$ cat src/rtl/ldpc_iter_sched.sv
// Iteration scheduler for the layered LDPC parity-check stage: drives column
// read/write address streams and iteration control until parity passes or the budget runs out.
module ldpc_iter_sched #(
    parameter int PCM_COLN    = 127,
    parameter int COL_CNT_WID = 7,
    parameter int RW_LATENCY  = 2,
    parameter int ITER_WID    = 5
) (
    input  logic                   clk,
    input  logic                   rst_n,
    input  logic                   i_start,
    input  logic [ITER_WID-1:0]    i_max_iter,
    input  logic                   i_parity_check_ok,
    input  logic                   i_decoded_info_last,
    output logic                   o_busy,
    output logic                   o_decoding,
    output logic                   o_is_first_iter,
    output logic                   o_decode_end,
    output logic [COL_CNT_WID-1:0] o_col_cnt_mem,
    output logic [COL_CNT_WID-1:0] o_col_cnt,
    output logic [ITER_WID-1:0]    o_iter_cnt,
    output logic                   o_done,
    output logic                   o_success
);

    localparam int PW = $clog2(RW_LATENCY + 1);
    localparam logic [COL_CNT_WID-1:0] LAST_COL = COL_CNT_WID'(PCM_COLN - 1);

    typedef enum logic [2:0] {
        IDLE,
        PRIME,
        RUN,
        DRAIN,
        DONE
    } state_t;

    state_t                 state;
    state_t                 state_nx;

    logic [COL_CNT_WID-1:0] col_cnt_mem;
    logic [COL_CNT_WID-1:0] dl [RW_LATENCY];
    logic [RW_LATENCY-1:0]  dl_vld;
    logic [PW-1:0]          prime_cnt;
    logic [ITER_WID-1:0]    iter_cnt;
    logic [ITER_WID-1:0]    r_max;
    logic                   r_chk;
    logic                   r_ok;

    logic                   stop;
    logic                   advance;
    logic                   wr_wrap;
    logic                   accept;

    assign wr_wrap = dl_vld[RW_LATENCY-1] && (dl[RW_LATENCY-1] == LAST_COL);
    assign accept  = (state == IDLE) && i_start;

    always_ff @(posedge clk or negedge rst_n) begin
        if (!rst_n) begin
            state <= IDLE;
        end else begin
            state <= state_nx;
        end
    end

    always_comb begin
        state_nx        = state;
        stop            = 1'b0;
        advance         = 1'b0;
        o_busy          = 1'b0;
        o_decoding      = 1'b0;
        o_is_first_iter = 1'b0;
        o_done          = 1'b0;
        o_success       = 1'b0;
        case (state)
            IDLE: begin
                if (i_start) begin
                    state_nx = PRIME;
                end
            end
            PRIME: begin
                o_busy  = 1'b1;
                advance = 1'b1;
                if (prime_cnt == PW'(RW_LATENCY - 1)) begin
                    state_nx = RUN;
                end
            end
            RUN: begin
                o_busy          = 1'b1;
                o_decoding      = 1'b1;
                o_is_first_iter = (iter_cnt == '0);
                // r_chk marks the first cycle carrying the freshly incremented iteration count
                if (r_chk && (i_parity_check_ok || (iter_cnt == r_max))) begin
                    stop     = 1'b1;
                    state_nx = DRAIN;
                end else begin
                    advance = 1'b1;
                end
            end
            DRAIN: begin
                o_busy = 1'b1;
                if (i_decoded_info_last) begin
                    state_nx = DONE;
                end
            end
            DONE: begin
                o_done    = 1'b1;
                o_success = r_ok;
                state_nx  = IDLE;
            end
            default: begin
                state_nx = IDLE;
            end
        endcase
    end

    always_ff @(posedge clk or negedge rst_n) begin
        if (!rst_n) begin
            col_cnt_mem <= '0;
            dl_vld      <= '0;
            prime_cnt   <= '0;
            iter_cnt    <= '0;
            r_max       <= '0;
            r_chk       <= 1'b0;
            for (int unsigned i = 0; i < RW_LATENCY; i++) begin
                dl[i] <= '0;
            end
        end else if (accept) begin
            col_cnt_mem <= '0;
            dl_vld      <= '0;
            prime_cnt   <= '0;
            iter_cnt    <= '0;
            r_chk       <= 1'b0;
            r_max       <= (i_max_iter == '0) ? ITER_WID'(1) : i_max_iter;
            for (int unsigned i = 0; i < RW_LATENCY; i++) begin
                dl[i] <= '0;
            end
        end else if (advance) begin
            col_cnt_mem <= (col_cnt_mem == LAST_COL) ? '0 : col_cnt_mem + COL_CNT_WID'(1);
            dl[0]       <= col_cnt_mem;
            dl_vld[0]   <= 1'b1;
            for (int unsigned i = 1; i < RW_LATENCY; i++) begin
                dl[i]     <= dl[i-1];
                dl_vld[i] <= dl_vld[i-1];
            end
            if (state == PRIME) begin
                prime_cnt <= prime_cnt + PW'(1);
            end
            if ((state == RUN) && wr_wrap) begin
                iter_cnt <= iter_cnt + ITER_WID'(1);
            end
            r_chk <= (state == RUN) && wr_wrap;
        end else begin
            r_chk <= 1'b0;
        end
    end

    always_ff @(posedge clk or negedge rst_n) begin
        if (!rst_n) begin
            r_ok <= 1'b0;
        end else if (stop) begin
            r_ok <= i_parity_check_ok;
        end
    end

    assign o_decode_end  = stop;
    assign o_col_cnt_mem = col_cnt_mem;
    assign o_col_cnt     = dl[RW_LATENCY-1];
    assign o_iter_cnt    = iter_cnt;

endmodule

$ cat config.mk
export PLATFORM = sky130hd
export DESIGN_NAME = ldpc_iter_sched
export DESIGN_NICKNAME = d
export VERILOG_FILES = /design/src/rtl/ldpc_iter_sched.sv
export SDC_FILE = /design/constraint.sdc
export NUM_CORES = 1
export LEC_CHECK = 0
export ABC_CLOCK_PERIOD_IN_PS = 5600
export CORE_ASPECT_RATIO = 1.75
export CORE_MARGIN = 5
export CORE_UTILIZATION = 56
export DETAILED_ROUTE_END_ITERATION = 6
export PLACE_DENSITY = 0.83
export SKIP_CTS_REPAIR_TIMING = 1
export SLEW_MARGIN = 20
export SYNTH_ARGS = -nofsm -noshare
export SYNTH_HDL_FRONTEND = slang
export SYNTH_SLANG_ARGS = --single-unit
$ cat constraint.sdc
create_clock -name clk -period 5.6 [get_ports clk]
set_clock_uncertainty 0.05 [all_clocks]
set_input_delay 0.56 -clock clk [delete_from_list [all_inputs] [get_ports clk]]
set_output_delay 0.56 -clock clk [all_outputs]
set_load 0.02 [all_outputs]
# --- Word level (Yosys, flattened, before mapping) ---
# Cells that the tools add are included.
# W data, S select, Z words.
word_totals:
  ff_bits: 40
op_classes:
  addsub: 3
  eq_ne: 12
  muxes: 30
  n_reduce_logical: 15
ops:
  columns: ["operator", "n"]
  rows:
  - ["$mux W14", 2]
  - ["$mux W7", 3]
  - ["$mux W5", 4]
  - ["$eq A7 B7 Y1 const B", 2]
  - ["$mux W3", 4]
  - ["$pmux W3 S4", 1]
  - ["$logic_not A5 Y1", 2]
  - ["$mux W1", 10]
  - ["$mux W2", 5]
  - ["$ne A2 B2 Y1 const B", 4]
  - ["$add A7 B1 Y7 const B", 1]
  - ["$eq A3 B2 Y1 const B", 2]
  - ["$reduce_bool A2 Y1", 3]
  - ["$add A5 B1 Y5 const B", 1]
  - ["$eq A5 B5 Y1", 1]
  - ["$logic_and A1 B1 Y1", 4]
  - ["$reduce_and A2 Y1", 2]
  - ["$reduce_and A4 Y1", 1]
  - ["$eq A3 B1 Y1 const B", 1]
  - ["$eq A3 B3 Y1 const B", 1]
  - ["$logic_not A3 Y1", 1]
  - ["$reduce_or A3 Y1", 1]
  - ["$add A2 B1 Y2 const B", 1]
  - ["$eq A2 B1 Y1 const B", 1]
  - ["other kinds (2)", 2]

# --- Logic depth before layout (Yosys ltp) ---
logic_depth:
  word_depth: 7
  ltp_mapped: 9
  ltp_nobuf: 6

# --- Worst setup path after synthesis ---
# Ideal clock, no wire load.
synth_timing:
  path_type: "reg-to-output"
  startpoint: "register iter_cnt[1], in the netlist o_iter_cnt[1]"
  endpoint: "output port o_decode_end"
  t_arrival_ps: 1757
  slack_ps: 3233
  stages_incl_launch_ff: 6
  n_path_buf: 0
  path_cell_list: "dfrtp_1 xor2_1 nor3_1 a21oi_1 or3_2 inv_1"
synth_between:
  elab_chain_cells: 5
synth_lines:
  columns: ["item", "line", "source"]
  rows:
  - ["start: declaration", "44", "logic [ITER_WID-1:0] iter_cnt;"]
  - ["start signal: assignment", "149", "iter_cnt <= iter_cnt + ITER_WID'(1);"]
  - ["$eq A5 B5 Y1", "92", "if (r_chk && (i_parity_check_ok || (iter_cnt == r_max))) begin"]
  - ["$logic_or A1 B1 Y1", "92", null]
  - ["$logic_and A1 B1 Y1", "92", null]
  - ["$mux W1", "92", null]
  - ["$mux W1", "74", "case (state)"]
  - ["end: declaration", "18", "output logic o_decode_end,"]
# No other way between the ends.

# --- Worst setup path in the final report ---
# Same ends and word-level chain as after synthesis.

==> flow_summary.toml <==
[timing]
max_slew_margin_pct = 41.2
tns_ns = 0
rsz0062_at_grt = "false"
setup-violations-final = 0
period_needed_ns = 3.19
drv_slew = 0
tightest_slew_ns = 0.879
clock.fmax_mhz = 313
worst_slack_ns = 2.41
finalHoldViolations = 0
finalCritPeriodShare_pct = 57.0

[floorplan]
start_util_pct = 56.9
io_pins = 35
die_w_um = 55.7
rows = 29
die_h_um = 89.9
coreArea_sq_um = 3590
die_area_sq_um = 5010

[placed_design]
globalplace.congestion = 0.761
numPortBuffers = 34
placed_area_sq_um = 2350
pre_cts_ws_ns = 2.72
dp_hpwl_um = 3010

[synthesis]
synth.cell_area_sq_um = 2040
ys_top_cells_by_area = "dfrtp_1, nand2_1, o21ai_0"
syn_avg_cell_area_sq_um = 8.97
ys_seq_elements = 40
synth_nets = 243
synth_warnings = 0
synth_cell_types = 38
synth_edf_count = 0
yosys.area.top_type = "dfrtp_1"
synth_ff_type = "dfrtp_1"
ys_seq_area_share_pct = 49.0
yosysTopAreaCellShare_pct = 49.0
synthArstFlopShare_pct = 100
syn_inst = 228

[global_routing]
grt_pass1_vias = 1583
track_usage_pct = 17.5
grt_remaining_overflow = 0
grt_pass1_wl_um = 7080
grt_max_degree = 41
antenna_found_initial = 0

[critical_path]
worstRegToRegCells = 6
cpPeakStageDelay_ns = 0.59
path_depth = 6
r2r_slack_ns = 3.20
r2r-start = "state[1]$_DFFE_PN0P_"
cp.required_ns = 4.99
path_cells = "xor2_1, nor3_1, a21oi_1, or3_2, inv_1, clkdlybuf4s50_1"
worstPathMaxFanout = 6
worstSetupStartpointType = "register"
crit_arrival_ns = 2.58
endpoint_kind = "primary output"
crit_type = "reg2out"
timing.critical_path.buf_inv = 2
crit_slowest_cell = "clkdlybuf4s50_1"
reg2reg_to = "o_col_cnt_mem[6]$_DFFE_PN0P_"
path_delay_family = "simple AND/OR/NAND/NOR gates"

[layout]
final_common_cell = "nand2_1"
multi_input_area_sq_um = 942
num-fill-cells = 282
areaGrowthSynthToFinish_pct = 20.0
layout.nets = 268
stdcell_area_sq_um = 2450
final_cell_mix = "nand2_1, dfrtp_1, clkdlybuf4s50_1"
drive_above_1_share_pct = 6.30
seq_area_sq_um = 1000
antenna_cells = 0

[pwr]
powerDensity_nw_per_um2 = 435
p_total_mw = 1.07
irDropWorstVdd_v = 0.000354
power_leakage_nw = 1.10

[status]
status = "finished, final reports clean"

[worst_hold_path]
hp-class = "in2async"

[clocking]
cts_root_buf = "clkbuf_8"
cts_tree = "yes"
ctsHtreeMaxLevel = 2
clockBufferDepth = 2
clk_latency_ns = 0.29
cts.sinks = 40
path_clk_slew_ns = 0.08
cts_made_buffers = 5

[detailed_routing]
drt-initial-drc-count = 44
top_layer_used = "met4"
wl_um = 4150
wl_met3_um = 113
via_count = 1628
antenna_left = 0
routed_via_density = 5.43
drc = 0
wl_met1_um = 1720
wl_met2_um = 2250
drtPass1Iterations = 5
avgRoutedWirePerCell_um = 13.8

[job]
cap_violations = 0
## worst reg2reg max path: cells and delay by family (launching register included)
| kind | cells | cell delay [ns] |
|---|---|---|
| DFF | 1 | 0.49 |
| and+or+nand+nor | 5 | 1.64 |
| muxes | 1 | 0.14 |
## cells in the mapped netlist (4+ instances only)
| cell type | number |
|---|---|
| nand2_1 | 56 |
| dfrtp_1 | 40 |
| nor2_1 | 22 |
| o21ai_0 | 22 |
| xor2_1 | 8 |
| buf_4 | 7 |
| inv_1 | 7 |
| nand3_1 | 6 |
| a21oi_1 | 5 |
| clkbuf_1 | 5 |
| ha_1 | 5 |
| nand4_1 | 4 |
| nor4_1 | 4 |
## power breakdown
part / internal (mW) / leakage [nW] / total [mW] / switching (mW)
Sequential: 0.363 / 0.528 / 0.440 / 0.0767
Clock: 0.100 / 0.0455 / 0.193 / 0.0928
Combinational: 0.170 / 0.529 / 0.434 / 0.264
Total: 0.634 / 1.10 / 1.07 / 0.433
## flip-flops by register name (all words and copies together) (netlist names)
signal	flops
dl_vld	2
r_max	5
prime_cnt	2
r_chk	1
o_col_cnt	7
state	3
r_ok	1
o_iter_cnt	5
o_col_cnt_mem	7
dl	7
## metal layers
metal | up-vias | global-route usage, %
li1 | 807 | -
met3 | 6 | 3.15
met5 | - | 0
met1 | 791 | 20.8
met4 | 0 | 6.69
met2 | 24 | 30.7
## metrics by stage
stage	hold slack, ns	std cells	util, %
2_1_floorplan	0.214	228	-
3_3_place_gp	0.409	292	65.4
3_5_place_dp	0.418	292	65.4
4_1_cts	0.366	300	67.9
5_1_grt	0.411	300	68.3
6_report	0.334	300	68.3
## worst max-delay path by stage
stage                                          from           end  slack, ns
after CTS                 o_iter_cnt[1]$_DFFE_PN0P_  o_decode_end       2.39
after detailed placement  o_iter_cnt[1]$_DFFE_PN0P_  o_decode_end       2.72
final                     o_iter_cnt[1]$_DFFE_PN0P_  o_decode_end       2.41
after floorplan           o_iter_cnt[1]$_DFFE_PN0P_  o_decode_end       3.23
after global routing      o_iter_cnt[1]$_DFFE_PN0P_  o_decode_end       2.33
after global placement    o_iter_cnt[1]$_DFFE_PN0P_  o_decode_end       2.74
## cell families after synthesis
logic type / count (synthesis) / share of synthesized area (%)
simple gates: 113 / 26.3
flops: 40 / 49.0
compound gates: 35 / 10.3
buf+inv: 23 / 6.06
xor+xnor: 9 / 3.86
fa+ha+maj: 5 / 3.06
mux: 3 / 1.53
## final cells by class
| class | count | share of cell area, % |
|---|---|---|
| clock buffers | 8 | 3.67 |
| inverters | 7 | 1.07 |
| multi-input cells | 165 | 38.4 |
| flip-flops and latches | 40 | 40.8 |
| well taps | 46 | 2.35 |
| repair buffers | 34 | 13.7 |
(Power assumes the default switching activity.)
